$ cat src/rtl/clk_div_pkg.sv
`default_nettype none
// ============================================================================
// Module  : clk_div_pkg
// Purpose : Clock constants and default divisors shared by the ticker slice.
// Revision: 1.0
// ============================================================================
package clk_div_pkg;

    localparam int CLK_HZ    = 50_000_000;
    localparam int CNT_W_DEF = 27;
    localparam int MAX_CH    = 16;
    localparam int MAX_W     = 32;

    localparam int DIV_120HZ = 416_667;
    localparam int DIV_60HZ  = 833_333;
    localparam int DIV_1S    = 50_000_000;
    localparam int DIV_2S    = 100_000_000;

    typedef logic [3:0] ch_idx_t;

    function automatic logic [MAX_W-1:0] def_div_at(input int ch);
        case (ch % 4)
            0:       return MAX_W'(DIV_120HZ);
            1:       return MAX_W'(DIV_60HZ);
            2:       return MAX_W'(DIV_1S);
            default: return MAX_W'(DIV_2S);
        endcase
    endfunction

    // Packs the four default rates, repeating every fourth channel, at cnt_w spacing.
    function automatic logic [MAX_CH*MAX_W-1:0] default_div_vec(input int cnt_w);
        logic [MAX_CH*MAX_W-1:0] v;
        logic [MAX_W-1:0]        d;
        v = '0;
        for (int i = 0; i < MAX_CH; i++) begin
            d = def_div_at(i);
            for (int b = 0; b < cnt_w && b < MAX_W; b++) begin
                if (i * cnt_w + b < MAX_CH * MAX_W) begin
                    v[i*cnt_w+b] = d[b];
                end
            end
        end
        return v;
    endfunction

endpackage : clk_div_pkg
`default_nettype wire

$ cat src/rtl/multi_rate_ticker_tick_channel.sv
`default_nettype none
// ============================================================================
// Module  : tick_channel
// Purpose : One rate channel: divisor register, period counter, tick and sq.
// Revision: 1.0
// ============================================================================
module tick_channel
    import clk_div_pkg::*;
#(
    parameter int               CNT_W   = CNT_W_DEF,
    parameter logic [CNT_W-1:0] RST_DIV = CNT_W'(1)
) (
    input  logic             clk_i,
    input  logic             rst_ni,
    input  logic             en_i,
    input  logic             sclr_i,
    input  logic             ld_i,
    input  logic [CNT_W-1:0] ld_div_i,
    output logic             wrap_o,
    output logic             tick_o,
    output logic             sq_o
);

    logic [CNT_W-1:0] cnt_q, cnt_d;
    logic [CNT_W-1:0] div_q, div_d;
    logic [CNT_W-1:0] w_term;
    logic             tick_q, tick_d;
    logic             sq_q, sq_d;

    // A zero divisor behaves as one, so the terminal count can never underflow.
    assign w_term = ((div_q == '0) ? CNT_W'(1) : div_q) - CNT_W'(1);
    // >= recovers a counter left above a divisor shrunk while disabled.
    assign wrap_o = en_i && (cnt_q >= w_term);

    always_comb begin
        cnt_d  = cnt_q;
        sq_d   = sq_q;
        tick_d = 1'b0;
        div_d  = ld_i ? ld_div_i : div_q;
        if (sclr_i) begin
            cnt_d = '0;
            sq_d  = 1'b0;
        end else if (wrap_o) begin
            cnt_d  = '0;
            sq_d   = ~sq_q;
            tick_d = 1'b1;
        end else if (en_i) begin
            cnt_d = cnt_q + CNT_W'(1);
        end
    end

    always_ff @(posedge clk_i or negedge rst_ni) begin
        if (!rst_ni) begin
            cnt_q  <= '0;
            div_q  <= RST_DIV;
            tick_q <= 1'b0;
            sq_q   <= 1'b0;
        end else begin
            cnt_q  <= cnt_d;
            div_q  <= div_d;
            tick_q <= tick_d;
            sq_q   <= sq_d;
        end
    end

    assign tick_o = tick_q;
    assign sq_o   = sq_q;

endmodule : tick_channel
`default_nettype wire

$ cat src/rtl/multi_rate_ticker.sv
`default_nettype none
// ============================================================================
// Module  : multi_rate_ticker
// Purpose : N_CH independent tick/square-wave dividers with a one-deep divisor write slot.
// Revision: 1.0
// ============================================================================
module multi_rate_ticker
    import clk_div_pkg::*;
#(
    parameter int                      N_CH    = 4,
    parameter int                      CNT_W   = CNT_W_DEF,
    parameter logic [N_CH*CNT_W-1:0]   DEF_DIV = (N_CH*CNT_W)'(default_div_vec(CNT_W))
) (
    input  logic             clock_in,
    input  logic             reset_n,
    input  logic [N_CH-1:0]  en,
    input  logic             sclr,
    input  logic             cfg_valid,
    input  logic [3:0]       cfg_ch,
    input  logic [CNT_W-1:0] cfg_div,
    output logic             cfg_ready,
    output logic [N_CH-1:0]  tick,
    output logic [N_CH-1:0]  sq
);

    logic             pend_vld_q, pend_vld_d;
    ch_idx_t          pend_ch_q,  pend_ch_d;
    logic [CNT_W-1:0] pend_div_q, pend_div_d;

    logic [N_CH-1:0]  w_wrap;
    logic [N_CH-1:0]  w_apply;
    logic             w_ch_ok;
    logic             w_accept;

    assign cfg_ready = ~pend_vld_q;
    assign w_ch_ok   = ({1'b0, cfg_ch} < 5'(N_CH));
    // Writes to channels that do not exist complete the handshake but never occupy the slot.
    assign w_accept  = cfg_valid && cfg_ready && w_ch_ok;

    always_comb begin
        pend_vld_d = pend_vld_q & ~(|w_apply);
        pend_ch_d  = pend_ch_q;
        pend_div_d = pend_div_q;
        if (w_accept) begin
            pend_vld_d = 1'b1;
            pend_ch_d  = cfg_ch;
            pend_div_d = cfg_div;
        end
    end

    always_ff @(posedge clock_in or negedge reset_n) begin
        if (!reset_n) begin
            pend_vld_q <= 1'b0;
            pend_ch_q  <= '0;
            pend_div_q <= '0;
        end else begin
            pend_vld_q <= pend_vld_d;
            pend_ch_q  <= pend_ch_d;
            pend_div_q <= pend_div_d;
        end
    end

    for (genvar i = 0; i < N_CH; i++) begin : g_ch
        // Load at period boundary, or at once when the channel is idle or being cleared.
        assign w_apply[i] = pend_vld_q && (pend_ch_q == 4'(i)) && (sclr || !en[i] || w_wrap[i]);

        tick_channel #(
            .CNT_W   (CNT_W),
            .RST_DIV (DEF_DIV[i*CNT_W +: CNT_W])
        ) u_ch (
            .clk_i    (clock_in),
            .rst_ni   (reset_n),
            .en_i     (en[i]),
            .sclr_i   (sclr),
            .ld_i     (w_apply[i]),
            .ld_div_i (pend_div_q),
            .wrap_o   (w_wrap[i]),
            .tick_o   (tick[i]),
            .sq_o     (sq[i])
        );
    end

endmodule : multi_rate_ticker
`default_nettype wire

$ cat config.mk
export PLATFORM = sky130hd
export DESIGN_NAME = multi_rate_ticker
export DESIGN_NICKNAME = d
export VERILOG_FILES = /design/src/rtl/clk_div_pkg.sv /design/src/rtl/multi_rate_ticker_tick_channel.sv /design/src/rtl/multi_rate_ticker.sv
export SDC_FILE = /design/constraint.sdc
export NUM_CORES = 1
export LEC_CHECK = 0
export CAP_MARGIN = 20
export CORE_MARGIN = 2
export CORE_UTILIZATION = 63
export CTS_CLUSTER_DIAMETER = 30
export DETAILED_ROUTE_END_ITERATION = 7
export GPL_ROUTABILITY_DRIVEN = 0
export PLACE_DENSITY_LB_ADDON = 0.3
export SLEW_MARGIN = 20
export SYNTH_ARGS = -nofsm -noshare
export SYNTH_HDL_FRONTEND = slang
export SYNTH_SLANG_ARGS = --single-unit
export TNS_END_PERCENT = 50
$ cat constraint.sdc
create_clock -name clock_in -period 7.7 [get_ports clock_in]
set_clock_uncertainty 0.15 [all_clocks]
set_input_delay 1.925 -clock clock_in [delete_from_list [all_inputs] [get_ports clock_in]]
set_output_delay 1.925 -clock clock_in [all_outputs]
set_load 0.005 [all_outputs]
==> out/qor.yml, run 1 <==
synth:
  synth_xor_area_share_pct: 5.65
  synthAdderAreaFrac_pct: 9.17
  synth-compound-area-share_pct: 11.7
  postSynthCellCount: 1589
  yosys.area_share.simple_pct: 18.8
  synth-main-ff-cell: "dfrtp_1"
  syn_area_per_cell_um2: 9.96
  synth_top_family_by_area: "simple AND/OR/NAND/NOR gates"
  yosys_warnings: 0
  syn_area_um2: 15800
  synth_mux_area_share_pct: 11.0
  syn_nets: 1744
  async_flop_share_pct: 100
  ys_types: 60
  synth_edf_count: 0
  seq_area_frac_synth_pct: 40.9
  ys_ff_latch: 256
cts:
  clkLatencyLatePin_ns: 0.57
  htreeDepth: 2
  post_cts_resized: 0
  cts-root-buf: "clkbuf_16"
  numCtsBuffers: 53
  cts_hold_buf: 0
  clkTransAtPathRegs_ns: 0.05
  post-cts-setup-buffers: 0
  cts_buffer_depth: 3
  cts_tree: "built"
  numClockSinks: 256
setup_path:
  worstRegToRegCells: 22
  worstPathRequired_ns: 8.01
  cp-start-kind: "flop"
  path_max_fanout: 28
  critical_path_class: "flop to flop"
  cp.arrival_ns: 6.43
  critPathCaptureType: "flop"
floorplan:
  ios: 48
  die_w_um: 162
  die_y_um: 162
  die-area_um2: 26400
  core_um2: 24900
  initial_utilization_pct: 63.6
  rows: 58
routing:
  route.detailed.drc: 0
  num_vias: 12828
  drtIter0Drc: 1043
  dr.pass1.iters: 5
  viasPerCell: 6.34
  routedWlPerCell_um: 19.3
  wl_um: 39100
  ant_nets: 0
timing:
  hold_viol_final: 0
  setup_viol: 0
  rsz0062_at_grt: "false"
  drv_slew: 0
  final.min_clock_period_ns: 6.12
  period_share_pct: 79.5
  fmaxAchievable_mhz: 163
  setup_ws_ns: 1.58
  setup_tns_ns: 0
  slew_headroom_pct: 24.2
  worst_slew_pin_slew_ns: 1.13
power_and_ir_drop:
  total_power_w: 0.00635
  leakage_nw: 7.91
  combPwrFrac_pct: 25.1
  p_seq_share_pct: 38.2
  switchingPower_w: 0.00216
  irDropWorstVdd_mv: 0.275
  p_int_w: 0.00419
  swShare_pct: 34.1
  powerDensity_nw_per_um2: 344
  clkPwrFrac_pct: 36.7
place:
  dp_hpwl_um: 26100
  dp_cells: 1925
  place.port_buffers: 47
  pre_cts_ws_ns: 1.64
final_layout:
  final_cells: 2024
  synthToLayoutAreaGrowth_pct: 16.5
  seq_area_um2: 6470
  drive_gt1_share_pct: 18.7
  nNetsFinal: 1805
  multi_input_area_um2: 8930
  final_util_pct: 74.1
  fillers: 1655
outcome:
  status: "finished, final reports clean"
global_route:
  gr-total-overflow: 0
  grt_pass1_wl_um: 64300
  antenna_found_initial: 0
  grt_max_degree: 149
  first_global_vias: 12760
  grt.total_usage_pct: 30.2
min_path:
  holdPathStages: 2
  hold_class: "flop to flop"
job:
  max_cap_viol_count: 0
[metal layers]
layer,GRT usage [%],part of all wire [%]
met4,12.2,3.1
met3,6.47,6.2
met2,50.3,49
met1,38.6,42
met5,0,0
[cells in the mapped netlist, types with 4 or more instances]
cell	n	area, µm²
nand2_1	116	435
and4_1	14	123
dfrtp_1	208	5200
a21oi_1	78	390
nor4b_1	4	35.0
or4_1	17	128
nand4_1	26	163
a22o_1	31	272
xnor2_1	61	534
nand2b_1	11	68.8
nor3_1	57	285
nand3_1	67	335
nand3b_1	8	60.1
a221oi_1	5	43.8
dfstp_2	48	1260
clkbuf_1	34	128
and3_1	36	225
nor3b_1	9	67.6
ha_1	116	1450
o21a_1	7	52.6
a21o_1	39	293
a31oi_1	10	62.6
a211oi_1	6	45.0
mux2_2	138	1550
inv_1	47	176
or2_2	6	37.5
xor2_1	41	359
nor4_1	42	263
or3_1	16	100
nor2b_1	15	93.8
and2_1	13	81.3
nor2_1	94	353
buf_2	10	50.1
mux2i_1	18	180
buf_4	10	75.1
o21ai_0	93	465
[state kept, by name (all words and copies together) (netlist names)]
register          cells
pend_div_q           27
g_ch.u_ch.cnt_q     108
pend_vld_q            1
g_ch.u_ch.sq_o        4
g_ch.u_ch.div_q     108
pend_ch_q             4
g_ch.u_ch.tick_o      4
[final timing paths]
check / slack [ns] / endpoint / from
worst max-delay path: 1.58 / g_ch[3].u_ch.cnt_q[14] / g_ch[3].u_ch.div_q[17]
worst min-delay path: 0.37 / g_ch[3].u_ch.cnt_q[0] / g_ch[3].u_ch.cnt_q[0]
worst max register to register: 1.58 / g_ch[3].u_ch.cnt_q[14] / g_ch[3].u_ch.div_q[17]
worst min register to register: 0.37 / g_ch[3].u_ch.cnt_q[0] / g_ch[3].u_ch.cnt_q[0]
max in group asynchronous: 4.82 / g_ch[1].u_ch.cnt_q[16] / reset_n
min in group asynchronous: 1.29 / g_ch[3].u_ch.cnt_q[11] / reset_n
[cells in the final DEF, fill, tap and decap left out, types with 5 or more instances in the layout]
master	count
dfrtp_1	208
mux2_2	138
nand2_1	116
ha_1	116
nor2_1	93
o21ai_0	93
a21oi_1	78
nand3_1	67
xnor2_1	61
nor3_1	56
clkbuf_16	54
dfstp_2	48
inv_1	47
clkdlybuf4s50_1	46
nor4_1	42
xor2_1	41
a21o_1	39
and3_1	36
a22o_1	31
nand4_1	26
mux2i_1	18
or3_1	16
or4_1	16
nor2b_1	15
and4_1	14
and2_1	13
buf_4	13
clkinvlp_4	12
nand2b_1	11
a31oi_1	10
nor3b_1	9
nand3b_1	8
o21a_1	7
bufinv_16	7
clkinv_4	7
or2_2	6
a211oi_1	6
clkinv_2	6
a221oi_1	5
inv_6	5
[layout make-up]
cell class	count	share of cell area, %
clock inverter	38	2.52
tap	330	2.24
sequential	256	35.1
timing repair buffer	61	3.22
antenna	1	0.0136
multi-input combinational	1231	48.4
clock buffer	60	7.56
inverter	47	0.957
[power groups by stage]
stage / Clock [W] / Combinational, W / Sequential [W]
floorplan: 0 / 0.00126 / 0.00214
global placement: 0 / 0.00145 / 0.00237
detailed placement: 0 / 0.00155 / 0.00240
CTS: 0.00236 / 0.00160 / 0.00240
global route: 0.00242 / 0.00177 / 0.00247
finish: 0.00233 / 0.00160 / 0.00242
[worst max-delay path, stage by stage, from the launching register on]
cell and delay, ns:
dfrtp_1 0.45, or4_1 0.61, nor3_1 0.30, nand3_1 0.19, nor4_1 0.26, nor2_1 0.10
ha_1 0.21, nand2b_1 0.12, or3b_2 0.18, nor2_1 0.08, nand2_1 0.13, nor2_1 0.07
nand2_1 0.08, xor2_1 0.18, ha_1 0.29, nand4_1 0.18, a211oi_1 0.10, a2111oi_1 0.44
nand4_1 0.57, nor2_2 0.65, buf_4 0.39, a21oi_1 0.10, o21ai_0 0.18
[logic make-up (layout without fill, tap and decap cells)]
logic type,after synthesis,after routing
AND/OR/NAND/NOR,564,564
AO/OA/AOI/OAI,293,293
flip-flops,256,256
multiplexers,156,156
adder cells (fa/ha/maj),116,116
XOR/XNOR,102,102
buffers and inverters,102,206
other,0,1
[per-stage QoR]
stage	hold slack [ns]	instance area, µm²
CTS	0.380	18400
floorplan	0.315	15800
detailed placement	0.337	16600
finish	0.372	18400
global placement	0.333	16600
global route	0.403	18400
Power figures use the tool's default switching activity.
==> run 2, diff against run 1 <==
Settings changed: CORE_UTILIZATION 63 to 57.
Clock period 7.7 ns to 5.6 ns, I/O delays scaled along.
==> out/qor.yml, run 2 (same netlist as run 1, synthesis figures left out) <==
outcome:
  status: "finished, final reports clean"
global_route:
  grt_max_degree: 130
  grt_pass1_wl_um: 65500
  grt.total_usage_pct: 27.9
  gr-total-overflow: 0
  antenna_found_initial: 0
  first_global_vias: 12926
timing:
  drv_slew: 0
  hold_viol_final: 0
  fmaxAchievable_mhz: 184
  setup_viol: 0
  slew_headroom_pct: 33.6
  period_share_pct: 97.2
  setup_ws_ns: 0.154
  fin_hold_ws_ns: 0.361
  final.min_clock_period_ns: 5.45
  worst_slew_pin_slew_ns: 0.996
power_and_ir_drop:
  leakage_nw: 8.21
  powerDensity_nw_per_um2: 487
  irDropWorstVdd_mv: 0.410
final_layout:
  layout_common_cells: "208 x dfrtp_1, 138 x mux2_2, 116 x ha_1"
  nNetsFinal: 1827
  synthToLayoutAreaGrowth_pct: 20.9
  top_regs: "g_ch.u_ch.cnt_q: 108 flops, g_ch.u_ch.div_q: 108 flops, pend_div_q: 27 flops"
  diodes: 0
  drive_gt1_share_pct: 21.4
  mostFrequentLayoutCell: "dfrtp_1"
  design_area_um2: 19100
cts:
  numCtsBuffers: 61
  clkLatencyLatePin_ns: 0.59
  cts_buffer_depth: 3
  numClockSinks: 256
  clkTransAtPathRegs_ns: 0.05
  cts-root-buf: "clkbuf_16"
  cts_hold_buf: 0
  cts_tree: "built"
  htreeDepth: 2
min_path:
  hold_class: "flop to flop"
  min_to: "g_ch[3].u_ch.cnt_q[25]"
  holdPathStages: 1
  min_from: "g_ch[3].u_ch.cnt_q[25]"
setup_path:
  cp-start-kind: "flop"
  critPathCaptureType: "flop"
  worstPathRequired_ns: 5.91
  reg2reg_from: "g_ch[0].u_ch.div_q[10]"
  cp.arrival_ns: 5.76
  path_max_fanout: 14
  critical_path_class: "flop to flop"
  worstRegToRegCells: 20
  r2r_slack_ns: 0.15
  timing.rr.end: "g_ch[0].u_ch.div_q[5]"
routing:
  routedWlPerCell_um: 19.1
  ant_nets: 0
  drtIter0Drc: 942
  route.detailed.drc: 0
  wl_um: 40100
  dr.pass1.iters: 5
  viasPerCell: 6.16
  num_vias: 12922
place:
  place.port_buffers: 47
  pre_cts_ws_ns: 0.00757
  dp_hpwl_um: 26500
  post_dp_cell_area_um2: 16800
floorplan:
  core_um2: 27100
  die_y_um: 171
  die_w_um: 171
  initial_utilization_pct: 58.4
  rows: 60
  die-area_um2: 29100
  ios: 48
job:
  max_cap_viol_count: 0
==> run 2: routing by layer <==
metal  wire length, µm  global-route usage [%]
met1             17400                    37.4
met2             19200                    46.0
met3              2370                    4.79
met4              1120                    9.70
met5                 0                       0
==> run 2: layout make-up <==
type                            instances  area, µm²
Inverter                               47        176
Sequential cell                       256       6470
Clock buffer                           66       1580
Clock inverter                         50        631
Multi-Input combinational cell       1231       9040
Fill cell                            1927       7970
Timing Repair Buffer                   75        769
Tap cell                              372        465
==> run 2: stage by stage <==
step / setup TNS [ns] / instances / util (%) / total power [W]
after CTS: 0 / 2095 / 70.0 / 0.00926
final: 0 / 2097 / 70.6 / 0.00931
after detailed placement: 0 / 1979 / 61.8 / 0.00546
after global routing: -0.510 / 2097 / 70.6 / 0.00976
after global placement: 0 / 1979 / 61.8 / 0.00531
after floorplan: 0 / 1589 / - / 0.00467
==> run 2: worst max-delay path, cell delays in order, from the launching register on <==
cell and delay (ns):
dfrtp_1 0.44, or4_4 0.54, or4_4 0.50, nor2_1 0.17, and4bb_2 0.30, nor2_1 0.09, ha_1 0.23, nand2_2 0.12
or3_4 0.18, nor3_1 0.08, nand2_1 0.11, xor2_1 0.21, ha_1 0.28, a21o_1 0.18, a21oi_1 0.14, nor2b_1 0.08
or4_4 0.51, nor3_4 0.26, or4_4 0.21, buf_12 0.16, mux2_2 0.36
==> run 2: what timing repair did <==
action                     4_1_cts  5_1_grt
gates cloned                     0        1
setup endpoints to repair       70      202
pin swaps                        0        3
setup buffers                    0        1
resized for setup                3       26
==> run 2: power by group <==
| group | internal, W | switching, W | leakage (nW) |
|---|---|---|---|
| combinational | 0.00119 | 0.00107 | 3.94 |
| sequential | 0.00249 | 0.000853 | 3.23 |
| clock | 0.00249 | 0.00123 | 1.03 |
==> run 2: worst max path at each step <==
stage,from,slack (ns),depth (start not counted),to
2_1_floorplan,g_ch[0].u_ch.div_q[19],0.19,22,g_ch[0].u_ch.div_q[13]
3_3_place_gp,g_ch[2].u_ch.div_q[15],0.21,19,g_ch[2].u_ch.div_q[8]
3_5_place_dp,g_ch[2].u_ch.div_q[15],0.008,19,g_ch[2].u_ch.div_q[6]
4_1_cts,g_ch[2].u_ch.div_q[15],0.03,19,g_ch[2].u_ch.div_q[5]
5_1_grt,g_ch[3].u_ch.div_q[12],-0.1,23,g_ch[3].u_ch.cnt_q[24]
6_report,g_ch[0].u_ch.div_q[10],0.15,20,g_ch[0].u_ch.div_q[5]
==> run 3, diff against run 2 <==
Settings changed: ABC_CLOCK_PERIOD_IN_PS set to 5600, CORE_ASPECT_RATIO set to 0.8, SYNTH_HIERARCHICAL set to 1.
==> out/qor.yml, run 3 <==
timing:
  slew_headroom_pct: 29.6
  setup_ws_ns: 0.177
  period_share_pct: 96.8
  worst_slew_pin_slew_ns: 1.04
  fin_hold_ws_ns: 0.381
  final.min_clock_period_ns: 5.42
  hold_viol_final: 0
  fmaxAchievable_mhz: 184
  setup_viol: 0
  setup_tns_ns: 0
  drv_slew: 0
setup_path:
  timing.rr.end: "g_ch[1].u_ch/div_q[11]"
  worstPathRequired_ns: 5.88
  cp.arrival_ns: 5.70
  critPathCaptureType: "flop"
  reg2reg_from: "g_ch[1].u_ch/div_q[13]"
  critPathSlowestCell: "or4_4"
  worstRegToRegCells: 22
  crit_start: "g_ch[1].u_ch/div_q[13]"
  critPathCapture: "g_ch[1].u_ch/div_q[11]"
  r2r_slack_ns: 0.18
  worst_path_largest_cell_delay_ns: 0.59
  crit_chain: "or4_4 -> nand3b_4 -> nor4_4 -> nor2_1 -> ha_1 -> nor3b_4 -> nand3_4 -> nor2_1 -> nand3_1 -> xnor2_1 -> ha_1 -> nand3_1 -> or4_4 -> nor3_1 -> a21boi_2 -> nor2_2 -> nor2_1 -> nor3b_1 -> nor3b_2 -> buf_4 -> clkbuf_16 -> mux2_2"
  path_max_fanout: 16
  cp-start-kind: "flop"
  path_buf_inv: 2
  critical_path_class: "flop to flop"
  crit_top_cell: "nor2_1"
  path_delay_family: "simple AND/OR/NAND/NOR gates"
  crit_cells: 22
place:
  post_dp_cell_area_um2: 16400
  pre_cts_ws_ns: -0.130
  dp_hpwl_um: 25400
  place.port_buffers: 47
  dp_cells: 1889
final_layout:
  drive_gt1_share_pct: 20.8
  multi_input_area_um2: 8760
  nNetsFinal: 1744
  synthToLayoutAreaGrowth_pct: 18.3
  layout_common_cells: "208 x dfrtp_1, 165 x nor2_1, 123 x mux2_2"
  seq_area_um2: 6470
  top_regs: "g_ch.u_ch/cnt_q: 108 flops, g_ch.u_ch/div_q: 108 flops, pend_div_q: 27 flops"
  diodes: 0
  final_cells: 1987
  mostFrequentLayoutCell: "dfrtp_1"
  design_area_um2: 18200
  fillers: 1915
cts:
  numClockSinks: 256
  cts_tree: "built"
  cts_hold_buf: 0
  htreeDepth: 2
  clkTransAtPathRegs_ns: 0.06
  clkLatencyLatePin_ns: 0.55
  numCtsBuffers: 49
  cts-root-buf: "clkbuf_16"
  cts_buffer_depth: 3
synth:
  syn_nets: 1658
  syn_area_per_cell_um2: 10.3
  ys_top_cells_by_count: "208 x dfrtp_1, 167 x nor2_1, 123 x mux2_2"
  synth_edf_count: 0
  ys_ff_latch: 256
  seq_area_frac_synth_pct: 41.9
  syn_area_um2: 15400
  ys_types: 64
  synth_top_cell_by_area: "dfrtp_1"
  synth_top_area_share_pct: 33.7
  synth.most_common_cell: "dfrtp_1"
  postSynthCellCount: 1503
  yosys-top-cells-area: "dfrtp_1 34%, ha_1 9.4%, mux2_2 9.0%, dfstp_2 8.2%, xnor2_1 6.0%"
  async_flop_share_pct: 100
  yosys_warnings: 6
  synth-main-ff-cell: "dfrtp_1"
min_path:
  hold_class: "flop to flop"
routing:
  dr.pass1.iters: 5
  drtIter0Drc: 756
  num_vias: 11711
  routedWlPerCell_um: 18.5
  route.detailed.drc: 0
  viasPerCell: 5.89
  ant_nets: 0
  wl_um: 36700
global_route:
  first_global_vias: 11775
  grt_max_degree: 115
  gr-total-overflow: 0
  grt.total_usage_pct: 26.3
  antenna_found_initial: 1
  grt_pass1_wl_um: 59700
floorplan:
  rows: 53
  die-area_um2: 28400
  ios: 48
  core_um2: 26500
  initial_utilization_pct: 58.3
  die_y_um: 151
  die_w_um: 188
power_and_ir_drop:
  irDropWorstVdd_mv: 0.342
  powerDensity_nw_per_um2: 473
  leakage_nw: 7.63
outcome:
  status: "finished, final reports clean"
job:
  max_cap_viol_count: 0
-- run 3: changes by cell type in the layout (fill, tap and decap cells not counted), sizes merged, moves of 14 or more --
| cell | before | now |
|---|---|---|
| nand3 | 67 | 48 |
| a21o | 39 | 8 |
| o21ai | 93 | 46 |
| a21oi | 78 | 64 |
| mux2i | 18 | 0 |
| xnor2 | 61 | 105 |
| xor2 | 41 | 81 |
| a22o | 31 | 3 |
| nor2 | 95 | 167 |
| nand4 | 26 | 43 |
-- run 3: power by group --
part           switching, W  internal (W)  total [W]
logic               0.00112       0.00118    0.00231
registers          0.000828       0.00248    0.00331
clock network       0.00103       0.00199    0.00302
total               0.00298       0.00565    0.00863
-- run 3: worst reg2reg max path: cells and delay by family, from the launching register on --
family	cells	cell delay (ns)
fa+ha+maj	2	0.51
mux	1	0.36
simple gates	15	3.20
xor+xnor	1	0.07
buf+inv	2	0.35
compound gates	1	0.26
flops	1	0.39
-- run 3: per-layer routing --
metal  GRT usage [%]  up-vias  part of all wire [%]
li1                -     5556                     -
met1            35.9     5809                    45
met2            43.9      290                    47
met3            4.19       56                   5.9
met4            7.24        0                   1.8
met5               0        -                     0
-- run 3: how the worst min path moves through the flow --
stage          slack, ns             startpoint                    end  cells past startpoint
2_1_floorplan       0.34  g_ch[0].u_ch/div_q[1]  g_ch[0].u_ch/div_q[1]                      2
4_1_cts             0.39  g_ch[0].u_ch/div_q[1]  g_ch[0].u_ch/div_q[1]                      2
3_5_place_dp        0.38  g_ch[0].u_ch/div_q[1]  g_ch[0].u_ch/div_q[1]                      2
6_report            0.38  g_ch[0].u_ch/div_q[1]  g_ch[0].u_ch/div_q[1]                      2
3_3_place_gp        0.37  g_ch[0].u_ch/div_q[1]  g_ch[0].u_ch/div_q[1]                      2
5_1_grt             0.41  g_ch[0].u_ch/div_q[1]  g_ch[0].u_ch/div_q[1]                      2
-- run 3: through the flow --
step / power (W) / utilization, %
finish: 0.00863 / 69.0
global route: 0.00910 / 69.0
CTS: 0.00861 / 68.4
detailed placement: 0.00549 / 61.8
global placement: 0.00536 / 61.8
floorplan: 0.00469 / -
-- run 3: layout make-up --
type / count / area share [%]
tap: 357 / 2.45
multi-input combinational: 1173 / 48.0
sequential: 256 / 35.4
timing repair buffer: 69 / 3.87
clock inverter: 30 / 1.88
clock buffer: 62 / 7.55
inverter: 40 / 0.823
-- run 3: cells by family (layout without fill, tap and decap cells) --
logic type	after synthesis	in the layout	synth area share (%)
compound gates	168	168	6.75
xor+xnor	186	186	10.6
fa+ha+maj	116	116	9.41
buf+inv	74	201	2.14
flops	256	256	41.9
mux	125	125	9.12
simple gates	578	578	20.1
-- run 3: what timing repair did --
action | CTS | global route
cloned | 0 | 1
gates resized for setup | 4 | 24
pin swaps | 0 | 4
hold endpoints to repair | 0 | 0
setup endpoints to repair | 36 | 109
setup buffers | 0 | 5
